<file path="src/rtl/debug_link_unit_if.sv">
// UART FIFO side of the debug link: RX show-ahead pop port and TX push port.
interface debug_link_unit_if;
  logic [7:0] r_data;
  logic       rx_empty;
  logic       rd;
  logic [7:0] w_data;
  logic       tx_full;
  logic       wr;

  modport master (
    input  r_data, rx_empty, tx_full,
    output rd, w_data, wr
  );

  modport slave (
    output r_data, rx_empty, tx_full,
    input  rd, w_data, wr
  );
endinterface

</file>
<file path="src/rtl/debug_link_unit.sv">
// debug_link_unit: host command decoder driving the core enable, plus snapshot-and-stream frame dumper.
// Build macro DEBUG_LINK_CHECKSUM_EN appends an XOR checksum byte after the payload.
module debug_link_unit #(
  parameter int unsigned DBG_W  = 322,
  parameter int unsigned PC_W   = 10,
  parameter int unsigned NBYTES = 42
) (
  input  logic                 clock,
  input  logic                 reset,
  input  logic [DBG_W-1:0]     debug_signal,
  input  logic [PC_W-1:0]      PC_plus_1,
  output logic                 enable,
  output logic                 busy,
  debug_link_unit_if.master    uart
);
  localparam int unsigned FRAME_W = NBYTES * 8;
  localparam int unsigned IDX_W   = $clog2(NBYTES + 1);
`ifdef DEBUG_LINK_CHECKSUM_EN
  localparam int unsigned LAST_IDX = NBYTES;
`else
  localparam int unsigned LAST_IDX = NBYTES - 1;
`endif
  localparam logic [7:0] CMD_RUN  = 8'h63;
  localparam logic [7:0] CMD_STEP = 8'h73;
  localparam logic [7:0] CMD_DUMP = 8'h64;
  localparam logic [7:0] CMD_HALT = 8'h68;

  typedef enum logic [2:0] {S_IDLE, S_RUN, S_STEP, S_SNAP, S_SEND} state_e;

  state_e               state_q, state_d;
  logic [FRAME_W-1:0]   frame_q, frame_d;
  logic [IDX_W-1:0]     idx_q, idx_d;
  logic                 pop_c, push_c, last_c;
  logic [7:0]           tx_byte_c;

  assign pop_c  = (state_q == S_IDLE || state_q == S_RUN) && !uart.rx_empty;
  assign push_c = (state_q == S_SEND) && !uart.tx_full;
  assign last_c = (idx_q == IDX_W'(LAST_IDX));

`ifdef DEBUG_LINK_CHECKSUM_EN
  logic [7:0] csum_q, csum_d;

  // Running XOR of payload bytes; the frame register is all zero by the checksum slot
  always_comb begin
    csum_d = csum_q;
    if (state_q == S_SNAP) begin
      csum_d = '0;
    end else if (push_c) begin
      csum_d = csum_q ^ frame_q[FRAME_W-1 -: 8];
    end
  end

  always_ff @(posedge clock) begin
    if (reset) begin
      csum_q <= '0;
    end else begin
      csum_q <= csum_d;
    end
  end

  assign tx_byte_c = (idx_q == IDX_W'(NBYTES)) ? csum_q : frame_q[FRAME_W-1 -: 8];
`else
  assign tx_byte_c = frame_q[FRAME_W-1 -: 8];
`endif

  // State register
  always_ff @(posedge clock) begin
    if (reset) begin
      state_q <= S_IDLE;
    end else begin
      state_q <= state_d;
    end
  end

  // Next-state decode
  always_comb begin
    state_d = state_q;
    unique case (state_q)
      S_IDLE: begin
        if (pop_c) begin
          case (uart.r_data)
            CMD_RUN:  state_d = S_RUN;
            CMD_STEP: state_d = S_STEP;
            CMD_DUMP: state_d = S_SNAP;
            default:  state_d = S_IDLE;
          endcase
        end
      end
      S_RUN:  if (pop_c && uart.r_data == CMD_HALT) state_d = S_IDLE;
      S_STEP: state_d = S_SNAP;
      S_SNAP: state_d = S_SEND;
      S_SEND: if (push_c && last_c) state_d = S_IDLE;
      default: state_d = S_IDLE;
    endcase
  end

  // Output decode; held quiet while reset is asserted so an interrupted frame stops immediately
  always_comb begin
    enable      = 1'b0;
    busy        = 1'b0;
    uart.rd     = 1'b0;
    uart.wr     = 1'b0;
    uart.w_data = '0;
    if (!reset) begin
      enable      = (state_q == S_RUN) || (state_q == S_STEP);
      busy        = (state_q == S_STEP) || (state_q == S_SNAP) || (state_q == S_SEND);
      uart.rd     = pop_c;
      uart.wr     = push_c;
      uart.w_data = tx_byte_c;
    end
  end

  // Frame is a shift register: MSB byte always presented, shifted out one byte per push
  always_comb begin
    frame_d = frame_q;
    idx_d   = idx_q;
    if (state_q == S_SNAP) begin
      frame_d = FRAME_W'({PC_plus_1, debug_signal});
      idx_d   = '0;
    end else if (push_c) begin
      frame_d = {frame_q[FRAME_W-9:0], 8'h00};
      idx_d   = idx_q + IDX_W'(1);
    end
  end

  always_ff @(posedge clock) begin
    if (reset) begin
      frame_q <= '0;
      idx_q   <= '0;
    end else begin
      frame_q <= frame_d;
      idx_q   <= idx_d;
    end
  end
endmodule

</file>
<file path="src/flat_wrapper.sv">
// flat-port wrapper written by rule: the top's interface ports become plain ports
module debug_link_unit_flat 
#(
  parameter int unsigned DBG_W  = 322,
  parameter int unsigned PC_W   = 10,
  parameter int unsigned NBYTES = 42
)
  (clock, reset, debug_signal, PC_plus_1, enable, busy, uart_r_data, uart_rx_empty, uart_tx_full, uart_rd, uart_w_data, uart_wr);
  debug_link_unit_if uart_i ();
  input  logic clock;
  input  logic reset;
  input  logic [DBG_W-1:0] debug_signal;
  input  logic [PC_W-1:0] PC_plus_1;
  output logic enable;
  output logic busy;
  input wire logic [$bits(uart_i.r_data)-1:0] uart_r_data;
  input wire logic [$bits(uart_i.rx_empty)-1:0] uart_rx_empty;
  input wire logic [$bits(uart_i.tx_full)-1:0] uart_tx_full;
  output wire logic [$bits(uart_i.rd)-1:0] uart_rd;
  output wire logic [$bits(uart_i.w_data)-1:0] uart_w_data;
  output wire logic [$bits(uart_i.wr)-1:0] uart_wr;
  assign uart_i.r_data = uart_r_data;
  assign uart_i.rx_empty = uart_rx_empty;
  assign uart_i.tx_full = uart_tx_full;
  assign uart_rd = uart_i.rd;
  assign uart_w_data = uart_i.w_data;
  assign uart_wr = uart_i.wr;
  debug_link_unit #(.DBG_W(DBG_W), .PC_W(PC_W), .NBYTES(NBYTES)) u_core (.clock(clock), .reset(reset), .debug_signal(debug_signal), .PC_plus_1(PC_plus_1), .enable(enable), .busy(busy), .uart(uart_i));
endmodule
</file>
<file path="config.mk">
export PLATFORM = sky130hd
export DESIGN_NAME = debug_link_unit_flat
export DESIGN_NICKNAME = d
export VERILOG_FILES = /design/src/rtl/debug_link_unit_if.sv /design/src/rtl/debug_link_unit.sv /design/src/flat_wrapper.sv
export SDC_FILE = /design/constraint.sdc
export NUM_CORES = 1
export LEC_CHECK = 0
export CAP_MARGIN = 20
export CORE_MARGIN = 3
export CORE_UTILIZATION = 45
export CTS_CLUSTER_DIAMETER = 30
export CTS_CLUSTER_SIZE = 8
export DETAILED_ROUTE_END_ITERATION = 8
export GPL_ROUTABILITY_DRIVEN = 0
export MAX_ROUTING_LAYER = met4
export PLACE_DENSITY_LB_ADDON = 0.12
export RECOVER_POWER = 25
export SLEW_MARGIN = 20
export SYNTH_ARGS = -nofsm -noshare
export SYNTH_HDL_FRONTEND = slang
export SYNTH_SLANG_ARGS = --single-unit
</file>
<file path="constraint.sdc">
create_clock -name clock -period 3.5 [get_ports clock]
set_input_delay 0.7 -clock clock [delete_from_list [all_inputs] [get_ports clock]]
set_output_delay 0.7 -clock clock [all_outputs]
set_load 0.1 [all_outputs]
</file>
Word level (Yosys, flattened, before mapping)
Index checks and enable logic that the tools add are counted.

Add/sub/neg operators: 1. Multiplexer cells: 12. Eq/ne operators: 12. Reductions and logical operators: 14.

Operators by type and width (count): $mux W332 (2); $eq A8 B7 Y1 const B (4); $pmux W3 S5 (1); $mux W3 (3); $mux W8 (1); $add A6 B1 Y6 const B (1); $eq A3 B2 Y1 const B (2); $eq A6 B6 Y1 const B (1); $pmux W2 S3 (1); $logic_and A1 B1 Y1 (4); $logic_or A1 B1 Y1 (4); $mux W1 (4); $ne A2 B1 Y1 const B (2); $eq A3 B1 Y1 const B (1); $eq A3 B3 Y1 const B (1); $logic_not A3 Y1 (1); $reduce_and A3 Y1 (1); $logic_not A1 Y1 (2); $ne A2 B2 Y1 const B (1); $reduce_bool A2 Y1 (1); $reduce_or A2 Y1 (1).

Logic and storage cells: 43. Output and inout bits: 12. Input port bits: 344. Register bits after elaboration: 345.

Longest topological paths before layout
Depth after elaboration: 6. Mapped depth: 7. Depth with buffers taken out: 5.

Worst setup path after synthesis
No wires, ideal clock.

Path type: input-to-output. Start point: input reset. End point: output uart_rd. Setup slack: -1120 ps. Required time: 2800 ps. Arrival time: 3920 ps. Buffers on the path: 2. Stages on the path: 3. Cells stage by stage: clkbuf_1 > clkbuf_1 > nor4_1.

Word-level cells in the longest chain between the ends: 1.

Ends and longest elaborated chain: start, declared (line flat_wrapper.sv:11) `input logic reset;`; $mux W1 (line debug_link_unit.sv:104) `if (!reset) begin`; end, declared (line flat_wrapper.sv:19) `output wire logic [$bits(uart_i.rd)-1:0] uart_rd;`.

Every way passes these cells.

Worst setup path after layout
Start point: input uart_tx_full. End point: output uart_wr.

Word-level cells in the longest chain between the ends: 3.

Ends and longest elaborated chain: start, declared (line flat_wrapper.sv:18) `input wire logic [$bits(uart_i.tx_full)-1:0] uart_tx_full;`; $logic_not A1 Y1 (line debug_link_unit.sv:37) `assign push_c = (state_q == S_SEND) && !uart.tx_full;`; $logic_and A1 B1 Y1 (line debug_link_unit.sv:37); $mux W1 (line debug_link_unit.sv:104); end, declared (line flat_wrapper.sv:21) `output wire logic [$bits(uart_i.wr)-1:0] uart_wr;`.

Every way passes these cells.

==> qor.txt <==
Die H -> 186.8 um
Worst Skew -> 0.01681 ns
Largest net degree at the start of global routing -> 202
Syn Area/Cell -> 7.665 um2
Combinational Power Share -> 4.2%
Final period utilization -> 80.39%
Worst-Skew Late Latency -> 0.57 ns
Max Buffers Root-to-Sink -> 3
Post-synth EDFFs -> 0
Max Cap Viol -> 0
Total number of vias -> 14887
Mapped Area -> 14720 um2
Post-CTS Setup Repair Bufs -> 0
CTS tree -> done
GR Overflow Total -> 0
Setup violations, final -> 0
Slew HR -> 28.85%
Hold path startpoint -> u_core.frame_q[334]$_SDFFE_PP0P_
Power Total -> 12.00 mW
Top FF cell, synth -> dfxtp_1
WL/cell -> 16.90 um
Final worst setup slack -> 0.6865 ns
Worst Tran Pin Value -> 1.067 ns
1st-iter DRT viols -> 1294
Final wirelength -> 45.66 mm
Startpoint Class -> input port
Num rows -> 65
Worst vdd ir -> 404.6 uV
Synth cell types -> 36
Drt drc -> 0
Post-DP HPWL -> 28.61 mm
Worst R2R Path Depth -> 5
Number of global-route vias before repair -> 14565
Setup crit end kind -> output pin
Setup TNS -> 0 ns
First-pass DRT Iterations -> 6
Flip-flop and latch area -> 6907 um2
Reg power frac -> 32.9%
Cell internal pwr -> 9.453 mW
Critical Path Source -> uart_tx_full
Deepest level of the CTS H-tree -> 3
Fill cell count -> 2673
Switching power -> 2.545 mW
Initial Utilization -> 46.16%
Core Region -> 31880 um2
I/O pin count -> 356
Most frequent cells in the layout -> nand2_1, dfxtp_1, clkdlybuf4s50_1
#FFs+latches synth -> 345
PwrDens -> 562.9 nW/um2
First-pass GRT wire length -> 73.67 mm
Most common cell after layout, fill and taps aside -> nand2_1
Nets@finish -> 2534
Clock power frac -> 62.9%
Vias per cell -> 5.512
Synth async-reset ratio -> 0%
Hold depth -> 2
Reg2reg start -> u_core.state_q[1]$_SDFFE_PP0P_
Clk sink count -> 345
Area of the multi-input gates -> 7042 um2
Status -> complete, no violations
Overall Global Routing Usage -> 25.62%
Initial antenna violation count -> 12
Worst Setup Path Type -> input port to output pin
Dpl ws -> 0.2338 ns
Crit path time final -> 2.814 ns
Area Growth Syn to Fin -> 44.82%
Proportion of synthesized chip area in sequential cells -> 46.93%
Hold endpoint -> u_core.frame_q[334]$_SDFFE_PP0P_
FF-to-FF setup slack -> 0.79 ns
RSZ-0062 raised after global routing -> no
WP data required -> 2.80 ns
Syn. warnings -> 0
Worst reg2reg endpoint -> u_core.frame_q[115]$_SDFFE_PP0P_
Final Max Tran Viols -> 0
Final Hold Fails -> 0
Share of cells above drive strength 1 -> 7.941%
Fmax -> 0.3554 GHz
Total CTS buffers -> 79
Die ar. -> 34910 um2
Critical Path AT -> 2.11 ns
Clock-pin slew on the worst setup and hold paths -> 0.05 ns
Switching Share -> 21.21%
Root Driver -> clkbuf_16
Mapped Cells -> 1920
Final ANT Viol Nets -> 0
Resize count post-CTS -> 0
PortBufs -> 355
Worst min-delay path class -> flip-flop to flip-flop
Hold buffers post-CTS -> 0
CP Max Fanout -> 9
Synthesized Nets -> 2266
Die width -> 186.8 um
Leak -> 7.098 nW
==> sequential cells by signal, summed over array words and instances (netlist names) <==
register and cells:
u_core.frame_q 336, u_core.idx_q 6, u_core.state_q 3
==> layout make-up <==
| class | instances | share of cell area (%) |
|---|---|---|
| clock inverters | 47 | 2.859 |
| repair buffers | 378 | 18.72 |
| diodes | 12 | 0.1409 |
| flip-flops and latches | 345 | 32.41 |
| well taps | 435 | 2.554 |
| multi-input cells | 1380 | 33.04 |
| clock buffers | 100 | 10.21 |
| inverters | 4 | 0.07045 |
==> kinds of logic after synthesis <==
logic type      count (synthesis)  synth area share (%)
compound gates                360                 20.60
simple gates                 1014                 26.70
mux                             2                0.1360
fa+ha+maj                       2                0.1700
flops                         345                 46.93
xor+xnor                        2                0.1190
buf+inv                       195                 5.339
==> metrics by stage <==
step,hold slack (ns),util (%),cells,instance area (um2)
floorplan,0.4318,-,1920,14730
global placement,0.4379,58.04,2542,18500
detailed placement,0.4493,58.04,2542,18500
CTS,0.4553,66.78,2689,21290
global route,0.4808,66.85,2701,21310
finish,0.4513,66.85,2701,21310
==> Yosys cell counts (2+ instances only) <==
| master | instances | area share [%] |
|---|---|---|
| a211oi_1 | 3 | 0.15 |
| a21oi_1 | 26 | 0.88 |
| a22oi_1 | 10 | 0.51 |
| a311oi_1 | 314 | 19 |
| buf_1 | 5 | 0.13 |
| buf_2 | 37 | 1.3 |
| clkbuf_1 | 148 | 3.8 |
| dfxtp_1 | 345 | 47 |
| ha_1 | 2 | 0.17 |
| inv_1 | 4 | 0.10 |
| mux2i_1 | 2 | 0.14 |
| nand2_1 | 647 | 17 |
| nand3_1 | 20 | 0.68 |
| nand3b_1 | 2 | 0.10 |
| nand4bb_1 | 2 | 0.15 |
| nor2_1 | 319 | 8.1 |
| nor2b_1 | 8 | 0.34 |
| nor3_1 | 2 | 0.068 |
| nor4_1 | 2 | 0.085 |
| o21ai_0 | 2 | 0.068 |
| or3_1 | 4 | 0.17 |
| xnor2_1 | 2 | 0.12 |
==> worst max path at each step <==
stage	to	slack (ns)	depth (start not counted)
after floorplan	uart_rd	0.05	3
after global placement	u_core.frame_q[125]$_SDFFE_PP0P_	0.32	6
after detailed placement	u_core.frame_q[142]$_SDFFE_PP0P_	0.23	6
after CTS	uart_wr	0.66	4
after global routing	u_core.frame_q[162]$_SDFFE_PP0P_	0.54	5
final	uart_wr	0.69	4
==> routing by layer <==
layer,part of all wire [%],GRT usage [%]
met2,47,39.09
met4,2.7,9.392
met1,43,32.77
met3,7.8,6.859
met5,0,-
==> critical path, cell delays in order <==
cell	delay (ns)
clkdlybuf4s50_1	0.44
or4b_4	0.59
nor2_2	0.17
buf_12	0.19
==> power groups by stage <==
stage / clock [mW] / sequential [mW] / combinational, mW
2_1_floorplan: 0 / 4.01 / 0.0718
3_3_place_gp: 0 / 4.01 / 0.504
3_5_place_dp: 0 / 4.01 / 0.500
4_1_cts: 7.64 / 3.94 / 0.505
5_1_grt: 7.87 / 3.94 / 0.530
6_report: 7.55 / 3.94 / 0.504
No activity file was read; power rests on OpenSTA's default activity.
